$ cat config.mk
export PLATFORM = sky130hd
export DESIGN_NAME = shr_pattern_serializer_flat
export DESIGN_NICKNAME = d
export VERILOG_FILES = /design/src/rtl/shr_ctrl_pkg.sv /design/src/rtl/shr_pattern_serializer_if.sv /design/src/rtl/shr_pattern_serializer_sync_rise_det.sv /design/src/rtl/shr_pattern_serializer.sv /design/src/flat_wrapper.sv
export SDC_FILE = /design/constraint.sdc
export NUM_CORES = 2
export LEC_CHECK = 0
export BUFFER_PORTS_ARGS = -buffer_cell sky130_fd_sc_hd__clkbuf_2
export CORE_AREA = 2 2 245 247
export DETAILED_ROUTE_END_ITERATION = 6
export DIE_AREA = 0 0 247 249
export PLACE_DENSITY = 0.7
export SKIP_CTS_REPAIR_TIMING = 1
export SYNTH_ARGS = -nofsm -noshare
export SYNTH_HDL_FRONTEND = slang
export SYNTH_SLANG_ARGS = --single-unit
$ cat constraint.sdc
create_clock -name clk -period 27.9 [get_ports clk]
set_clock_uncertainty 0.2 [all_clocks]
set_input_delay 4.185 -clock clk [delete_from_list [all_inputs] [get_ports clk]]
set_output_delay 4.185 -clock clk [all_outputs]
set_load 0.05 [all_outputs]
$ cat src/rtl/shr_ctrl_pkg.sv
// Shared definitions for the shift-register pattern serializer.
//   shr_state_e : serializer FSM states
//   SHR_WIDTH   : pattern length of the DE0 shift-register chain
//   SHR_CLKDIV  : default clk cycles per shr_clk half-period
//   div_bits()  : width of the half-period divider counter
package shr_ctrl_pkg;

    typedef enum logic [1:0] {
        IDLE,
        LO,
        HI,
        LATCH
    } shr_state_e;

    localparam int unsigned SHR_WIDTH  = 620;
    localparam int unsigned SHR_CLKDIV = 4;

    // A divide-by-one still needs a one-bit counter to exist.
    function automatic int unsigned div_bits(input int unsigned clkdiv);
        return (clkdiv > 1) ? $clog2(clkdiv) : 1;
    endfunction

endpackage

$ cat src/rtl/shr_pattern_serializer_if.sv
// Bus between the JTAG buffer stage and the serializer, plus the serial
// chain outputs and status.
//   pattern   : control word (stable while udr is low)
//   udr       : update strobe, tck domain
//   start     : synchronous one-cycle resend request
//   shr_clk   : serial clock to the chain
//   shr_data  : serial data
//   shr_latch : parallel-load strobe
//   busy      : transfer in progress
//   done      : one-cycle completion pulse
//   frame_cnt : completed transfers, modulo 256
// master drives pattern/udr/start; slave is the serializer.
interface shr_pattern_serializer_if #(
    parameter int unsigned WIDTH = shr_ctrl_pkg::SHR_WIDTH
);
    logic [WIDTH-1:0] pattern;
    logic             udr;
    logic             start;
    logic             shr_clk;
    logic             shr_data;
    logic             shr_latch;
    logic             busy;
    logic             done;
    logic [7:0]       frame_cnt;

    modport master (
        output pattern, udr, start,
        input  shr_clk, shr_data, shr_latch, busy, done, frame_cnt
    );

    modport slave (
        input  pattern, udr, start,
        output shr_clk, shr_data, shr_latch, busy, done, frame_cnt
    );
endinterface

$ cat src/rtl/shr_pattern_serializer_sync_rise_det.sv
// Two-flop synchronizer followed by a registered rising-edge detector.
// Reusable for any slow strobe crossing from tck into clk.
//   clk    : destination clock
//   aclr   : asynchronous active-high reset
//   strobe : asynchronous level input
//   rise   : one-cycle pulse; strobe high at edge k gives rise high in
//            the cycle after edge k+2
module sync_rise_det (
    input  logic clk,
    input  logic aclr,
    input  logic strobe,
    output logic rise
);
    // [0],[1] form the synchronizer, [2] holds the previous synced level
    logic [2:0] sync_q;

    always_ff @(posedge clk or posedge aclr) begin
        if (aclr) begin
            sync_q <= '0;
            rise   <= 1'b0;
        end else begin
            sync_q <= {sync_q[1:0], strobe};
            rise   <= sync_q[1] & ~sync_q[2];
        end
    end
endmodule

$ cat src/rtl/shr_pattern_serializer.sv
// Takes the JTAG control-pattern word on udr (or a local start request)
// and shifts it out to the external shift-register chain as an SPI-like
// stream, finishing each frame with a latch strobe.
//   clk  : 50 MHz system clock
//   aclr : asynchronous active-high reset; aborts any transfer
//   bus  : slave side of shr_pattern_serializer_if (see that file)
// Each bit is CLKDIV cycles low then CLKDIV cycles high on shr_clk; data
// changes only on entry to the low phase. Triggers arriving while busy
// collapse into a single follow-up transfer.
module shr_pattern_serializer
    import shr_ctrl_pkg::*;
#(
    parameter int unsigned WIDTH     = SHR_WIDTH,
    parameter int unsigned CLKDIV    = SHR_CLKDIV,
    parameter bit          MSB_FIRST = 1'b1
) (
    input  logic                     clk,
    input  logic                     aclr,
    shr_pattern_serializer_if.slave  bus
);
    localparam int unsigned BIT_W = $clog2(WIDTH);
    localparam int unsigned DIV_W = div_bits(CLKDIV);
    localparam logic [BIT_W-1:0] BIT_LAST = BIT_W'(WIDTH - 1);
    localparam logic [DIV_W-1:0] DIV_LAST = DIV_W'(CLKDIV - 1);

    shr_state_e       state_q, state_d;
    logic [WIDTH-1:0] shadow_q, shadow_d;
    logic [BIT_W-1:0] bit_cnt_q, bit_cnt_d;
    logic [DIV_W-1:0] div_q, div_d;
    logic             pending_q, pending_d;
    logic [7:0]       frame_cnt_q, frame_cnt_d;
    logic             shr_clk_q, shr_clk_d;
    logic             shr_data_q, shr_data_d;
    logic             shr_latch_q, shr_latch_d;
    logic             busy_q, busy_d;
    logic             done_q, done_d;

    logic             udr_rise;
    logic             trig;
    logic             div_end;
    logic             last_bit;

    sync_rise_det u_udr_sync (
        .clk    (clk),
        .aclr   (aclr),
        .strobe (bus.udr),
        .rise   (udr_rise)
    );

    assign trig     = udr_rise | bus.start;
    assign div_end  = (div_q == DIV_LAST);
    assign last_bit = (bit_cnt_q == BIT_LAST);

    always_comb begin
        state_d     = state_q;
        shadow_d    = shadow_q;
        bit_cnt_d   = bit_cnt_q;
        pending_d   = pending_q;
        frame_cnt_d = frame_cnt_q;
        done_d      = 1'b0;
        div_d       = '0;

        unique case (state_q)
            IDLE: begin
                // A trigger on the done cycle lands here too, so it behaves
                // exactly like a pending request.
                if (trig || pending_q) begin
                    state_d   = LO;
                    shadow_d  = bus.pattern;
                    bit_cnt_d = '0;
                    pending_d = 1'b0;
                end
            end
            LO: begin
                if (div_end) begin
                    state_d = HI;
                end
            end
            HI: begin
                if (div_end) begin
                    if (last_bit) begin
                        state_d = LATCH;
                    end else begin
                        state_d   = LO;
                        bit_cnt_d = bit_cnt_q + 1'b1;
                        shadow_d  = MSB_FIRST ? {shadow_q[WIDTH-2:0], 1'b0}
                                              : {1'b0, shadow_q[WIDTH-1:1]};
                    end
                end
            end
            LATCH: begin
                if (div_end) begin
                    state_d     = IDLE;
                    done_d      = 1'b1;
                    frame_cnt_d = frame_cnt_q + 1'b1;
                end
            end
            default: state_d = IDLE;
        endcase

        if (state_q != IDLE && trig) begin
            pending_d = 1'b1;
        end

        // Divider restarts on every state change and is held at zero in IDLE.
        if (state_q != IDLE && state_d == state_q) begin
            div_d = div_q + 1'b1;
        end

        // Outputs are decoded from the next state so they register in step
        // with it and reach the pins glitch-free.
        shr_clk_d   = (state_d == HI);
        shr_latch_d = (state_d == LATCH);
        busy_d      = (state_d != IDLE);
        if (state_d == LO || state_d == HI) begin
            shr_data_d = MSB_FIRST ? shadow_d[WIDTH-1] : shadow_d[0];
        end else begin
            shr_data_d = 1'b0;
        end
    end

    always_ff @(posedge clk or posedge aclr) begin
        if (aclr) begin
            state_q     <= IDLE;
            shadow_q    <= '0;
            bit_cnt_q   <= '0;
            div_q       <= '0;
            pending_q   <= 1'b0;
            frame_cnt_q <= '0;
            shr_clk_q   <= 1'b0;
            shr_data_q  <= 1'b0;
            shr_latch_q <= 1'b0;
            busy_q      <= 1'b0;
            done_q      <= 1'b0;
        end else begin
            state_q     <= state_d;
            shadow_q    <= shadow_d;
            bit_cnt_q   <= bit_cnt_d;
            div_q       <= div_d;
            pending_q   <= pending_d;
            frame_cnt_q <= frame_cnt_d;
            shr_clk_q   <= shr_clk_d;
            shr_data_q  <= shr_data_d;
            shr_latch_q <= shr_latch_d;
            busy_q      <= busy_d;
            done_q      <= done_d;
        end
    end

    assign bus.shr_clk   = shr_clk_q;
    assign bus.shr_data  = shr_data_q;
    assign bus.shr_latch = shr_latch_q;
    assign bus.busy      = busy_q;
    assign bus.done      = done_q;
    assign bus.frame_cnt = frame_cnt_q;
endmodule

$ cat src/flat_wrapper.sv
// flat-port wrapper written by rule: the top's interface ports become plain ports
module shr_pattern_serializer_flat import shr_ctrl_pkg::*;
#(
    parameter int unsigned WIDTH     = SHR_WIDTH,
    parameter int unsigned CLKDIV    = SHR_CLKDIV,
    parameter bit          MSB_FIRST = 1'b1
)
  (clk, aclr, bus_pattern, bus_udr, bus_start, bus_shr_clk, bus_shr_data, bus_shr_latch, bus_busy, bus_done, bus_frame_cnt);
  shr_pattern_serializer_if #(.WIDTH(WIDTH)) bus_i ();
  input  logic clk;
  input  logic aclr;
  input wire logic [$bits(bus_i.pattern)-1:0] bus_pattern;
  input wire logic [$bits(bus_i.udr)-1:0] bus_udr;
  input wire logic [$bits(bus_i.start)-1:0] bus_start;
  output wire logic [$bits(bus_i.shr_clk)-1:0] bus_shr_clk;
  output wire logic [$bits(bus_i.shr_data)-1:0] bus_shr_data;
  output wire logic [$bits(bus_i.shr_latch)-1:0] bus_shr_latch;
  output wire logic [$bits(bus_i.busy)-1:0] bus_busy;
  output wire logic [$bits(bus_i.done)-1:0] bus_done;
  output wire logic [$bits(bus_i.frame_cnt)-1:0] bus_frame_cnt;
  assign bus_i.pattern = bus_pattern;
  assign bus_i.udr = bus_udr;
  assign bus_i.start = bus_start;
  assign bus_shr_clk = bus_i.shr_clk;
  assign bus_shr_data = bus_i.shr_data;
  assign bus_shr_latch = bus_i.shr_latch;
  assign bus_busy = bus_i.busy;
  assign bus_done = bus_i.done;
  assign bus_frame_cnt = bus_i.frame_cnt;
  shr_pattern_serializer #(.WIDTH(WIDTH), .CLKDIV(CLKDIV), .MSB_FIRST(MSB_FIRST)) u_core (.clk(clk), .aclr(aclr), .bus(bus_i));
endmodule
**Word-level counts from Yosys, hierarchy flattened**

Index checks and enable logic that the tools add are counted.

- $add $sub $neg: 3
- Multiply operators: 0
- Divide/modulo/power cells: 0
- Magnitude comparators: 0
- Equality and inequality tests: 12
- Shift operators: 0
- Mux-type cells: 21
- Bitwise gates (word level): 3
- Reduce and logical (&&, ||, !) cells: 13

Operators by type and width:

| cell | count |
|---|---|
| $mux 620 | 3 |
| $pmux 620 s2 | 1 |
| $mux 10 | 3 |
| $pmux 10 s2 | 1 |
| $mux 2 | 6 |
| $add 10x1->10 const B | 1 |
| $eq 10x10->1 const B | 1 |
| $eq 2x2->1 const B | 5 |
| $reduce_bool 2->1 | 5 |
| $add 8x1->8 const B | 1 |
| $pmux 2 s4 | 1 |
| $mux 1 | 6 |
| $eq 2x1->1 const B | 2 |
| $ne 2x1->1 const B | 2 |
| $reduce_and 2->1 | 2 |
| $reduce_and 4->1 | 1 |
| $add 2x1->2 const B | 1 |
| $eq 2x2->1 | 1 |
| $logic_and 1x1->1 | 2 |
| $logic_not 2->1 | 1 |
| $logic_or 1x1->1 | 2 |
| $ne 2x2->1 const B | 1 |
| $and 1x1->1 | 1 |
| $not 1->1 | 1 |
| $or 1x1->1 | 1 |

- Bits in registers: 652
- Bits in latches: 0
- RAM bits: 0
- Memory bits (read-only): 0
- Bits of input ports: 624
- Output and inout port bits: 13
- Word-level logic and storage cells: 66
- Memories kept: 0

**Logic depth before layout (Yosys ltp)**

- Depth in word-level cells: 7
- Depth in mapped cells: 8
- Mapped depth without buffers: 8

**By module**

Synthesis repeated with hierarchy kept, for this count alone.

- Cell total of the unflattened synthesis: 2198
- Area total of the unflattened synthesis: 28188.3 um^2

By module, submodules not included:

| module | times used | cells an instance | area an instance (um^2) | seq. area each (um^2) |
|---|---|---|---|---|
| shr_pattern_serializer | 1 | 2192 | 28070.7 | 16215.6 |
| sync_rise_det | 1 | 6 | 117.6 | 100.1 |

**Least setup slack after synthesis**

No wires, ideal clock.

- Kind: input to register
- From: input port bus_start
- To: register u_core.bit_cnt_q[1]
- Setup time: 0.125 ns
- Arrival: 5.405 ns
- Slack: 22.171 ns
- Stages on the path: 6
- Path buffers: 2
- Cells stage by stage: nor3_1 nor3_2 or2_1 buf_2 buf_2 mux2_2

- Cells in the longest elaborated chain, start to end: 4

RTL lines:

| item | RTL line | RTL |
|---|---|---|
| start: declaration | flat_wrapper.sv:14 | `input wire logic [$bits(bus_i.start)-1:0] bus_start;` |
| $or 1x1->1 | shr_pattern_serializer.sv:50 | `assign trig = udr_rise \| bus.start;` |
| $logic_or 1x1->1 | shr_pattern_serializer.sv:67 | `if (trig \|\| pending_q) begin` |
| $ne 2x1->1 (no line) | n/a |  |
| $reduce_and 4->1 (no line) | n/a |  |
| end signal: assignment | shr_pattern_serializer.sv:138 | `bit_cnt_q <= bit_cnt_d;` |
| end: declaration | shr_pattern_serializer.sv:28 | `logic [BIT_W-1:0] bit_cnt_q, bit_cnt_d;` |

Every way passes these cells.
A chain may end at the register's enable or synchronous reset.

==> run metrics <==
fin cells=4180; CORE AREA=58700 µm²; RSZ-0062 raised after global routing=no; wire per inst=18.5 µm; DRC violations left=1; Relative slew margins=27.8%; commonest cells after routing, fill and taps aside=dfrtp_1, clkbuf_2, inv_1, o21ai_0, a22oi_1; most frequent cell on the critical path=buf_4; post-detail-place hpwl=50900 µm; Arr. time, crit path=8.86 ns; TritonCTS Buffers=70; Seq/Total Area, Yosys=58.5%; Port-buffer cells=636; Crit Path Class=in -> async; Final Cycle Share=30.1%; post-route ant nets=0; sequence of cells on the critical path=clkbuf_2, inv_8, buf_4, buf_4, buf_4, buf_4, buf_4; Pleak=16.1 nW; CP max FO=130; die area=61500 µm²; synthesized cell area=27900 µm²; detail-routed via count per cell=5.37; vias=22.5k; ys async rst share=100%; initial antenna violation count=38; Pwr Total=3.39 mW; cell taking the most area after synthesis=dfrtp_1; reg-to-reg setup timing slack=22.59 ns; first-pass GRT wire length=121000 µm; peak supply drop=0.0660 mV; drt pass-1 iters=7; Die W=247 µm; commonest non-fill, non-tap cell in the layout=dfrtp_1; pre-CTS setup slack=18.54 ns; final net count=3966; total gr overflow=0; top_reg_cell synth=dfrtp_1; Ports=637; Max Cap Viol=0; routed wire length=77300 µm; Clock Latency Late Sink=0.60 ns; Starting Density=47.5%; Worst Max-Slew Pin Slew=1.08 ns; CTS tree=built; slowest CP cell=buf_4; Slew Limit Fails=0; Hold Violations, Final=0; Area Overhead vs Synth=21.0%; pwr dens=100 nW/µm²; Final GP Congestion=0.873; # rows=89; CP max stage delay=0.88 ns; achievable frequency=119 MHz; endpoint type of the worst setup path=asynchronous set/reset pin; Clk pin slew, worst setup/hold paths=0.06 ns; minimum clock period=8.39 ns; startpoint types=input port; Hold Path Class=reg -> reg; failing checks=design-rule violations; Die Y=249 µm; Yosys Warn Count=0; Clk Tree Root Cell=clkbuf_16; clock tree buffer depth=3; Clock Sink Count=652; Mean Syn Cell Area=9.90 µm²; top cell type's share of synthesized area=58.5%; required time of the critical path=28.37 ns; vias in the first global route=22.1k; cells after synthesis=2815; final setup fails=0; GRT Overall Usage=24.6%; Synth area leaders=dfrtp_1, a22oi_1, o21ai_0, inv_1, clkbuf_1; Yosys cell types=39; Layout fillers=5115; largest net degree at the start of global routing=218; dpl cells=4037; final worst setup slack=19.51 ns; Total Neg Setup Slack=0 ns; register bit count reported by yosys=652; syn_nets=3445; 1st-iter DRT viols=2017; Post-synth EDFFs=0; htree depth=3; share of layout cells above drive strength 1=22.7%; status=finished with violations
area by class of cell:
type                            count  area (µm²)  share of cell area (%)
Antenna cell                       25        62.6                   0.186
Clock buffer                       98        1980                    5.86
Clock inverter                     20         272                   0.805
Inverter                          624        2350                    6.97
Multi-Input combinational cell   1328        8380                    24.8
Sequential cell                   652       16300                    48.4
Tap cell                          773         967                    2.87
Timing Repair Buffer              660        3400                    10.1
synthesized netlist by cell type, types with 2 or more instances:
cell type / number
dfrtp_1: 652
inv_1: 624
o21ai_0: 621
a22oi_1: 618
clkbuf_1: 146
buf_1: 44
buf_2: 15
nand2_1: 13
nand3_1: 9
nor2_1: 7
buf_6: 6
ha_1: 6
xor2_1: 6
a21oi_1: 5
xnor2_1: 5
nor3_1: 3
o31ai_1: 3
a21o_1: 2
a31oi_1: 2
and3_1: 2
and3b_1: 2
and4_1: 2
mux2_2: 2
nand4_1: 2
nor3b_1: 2
o211ai_1: 2
or4_1: 2
routing by layer:
layer	up-vias	GRT usage (%)	routed length [µm]
met2	674	38.0	36300
met4	30	9.16	2320
met5	-	0	175
li1	10710	-	-
met3	153	8.25	6640
met1	10889	32.3	31900
final timing paths:
kind,to,depth (start not counted),startpoint
max,u_core.shadow_q[34],7,aclr
min,u_core.u_udr_sync.sync_q[1],0,u_core.u_udr_sync.sync_q[0]
max reg2reg,u_core.shadow_q[137],8,u_core.div_q[0]
min reg2reg,u_core.u_udr_sync.sync_q[1],0,u_core.u_udr_sync.sync_q[0]
max in group clk,u_core.shadow_q[137],8,bus_start
min in group asynchronous,u_core.shadow_q[352],2,aclr
flip-flops by register name (all words and copies together) (netlist names):
| name | count |
|---|---|
| u_core.bus.frame_cnt | 8 |
| u_core.u_udr_sync.sync_q | 3 |
| u_core.u_udr_sync.rise | 1 |
| u_core.bus.shr_data | 1 |
| u_core.state_q | 2 |
| u_core.bus.shr_latch | 1 |
| u_core.div_q | 2 |
| u_core.bus.shr_clk | 1 |
| u_core.pending_q | 1 |
| u_core.bit_cnt_q | 10 |
| u_core.bus.busy | 1 |
| u_core.shadow_q | 620 |
| u_core.bus.done | 1 |
power by group:
| part | internal (mW) | switching, mW |
|---|---|---|
| logic | 0.313 | 0.489 |
| registers | 1.40 | 0.265 |
| clock network | 0.541 | 0.377 |
| total | 2.26 | 1.13 |
cells by family after synthesis:
family	count (synthesis)	share of synthesized area [%]
buffers and inverters	835	11.5
AOI/OAI and AO/OA	1255	28.2
and+or+nand+nor	53	1.07
muxes	3	0.117
xor gates and xnor gates	11	0.346
adders and majority gates	6	0.269
DFF	652	58.5
metrics by stage:
| stage | utilization [%] | hold slack, ns | instance area, µm² |
|---|---|---|---|
| 2_1_floorplan | - | 0.131 | 27900 |
| 3_3_place_gp | 53.5 | 0.137 | 31400 |
| 3_5_place_dp | 53.5 | 0.149 | 31400 |
| 4_1_cts | 57.4 | 0.162 | 33700 |
| 5_1_grt | 57.4 | 0.154 | 33700 |
| 6_report | 57.5 | 0.152 | 33700 |
worst max-delay path, delay by kind of cell:
| kind | cells | cell delay [ns] |
|---|---|---|
| buffers and inverters | 7 | 4.45 |
Note: power is estimated with default switching activity, not from simulation.
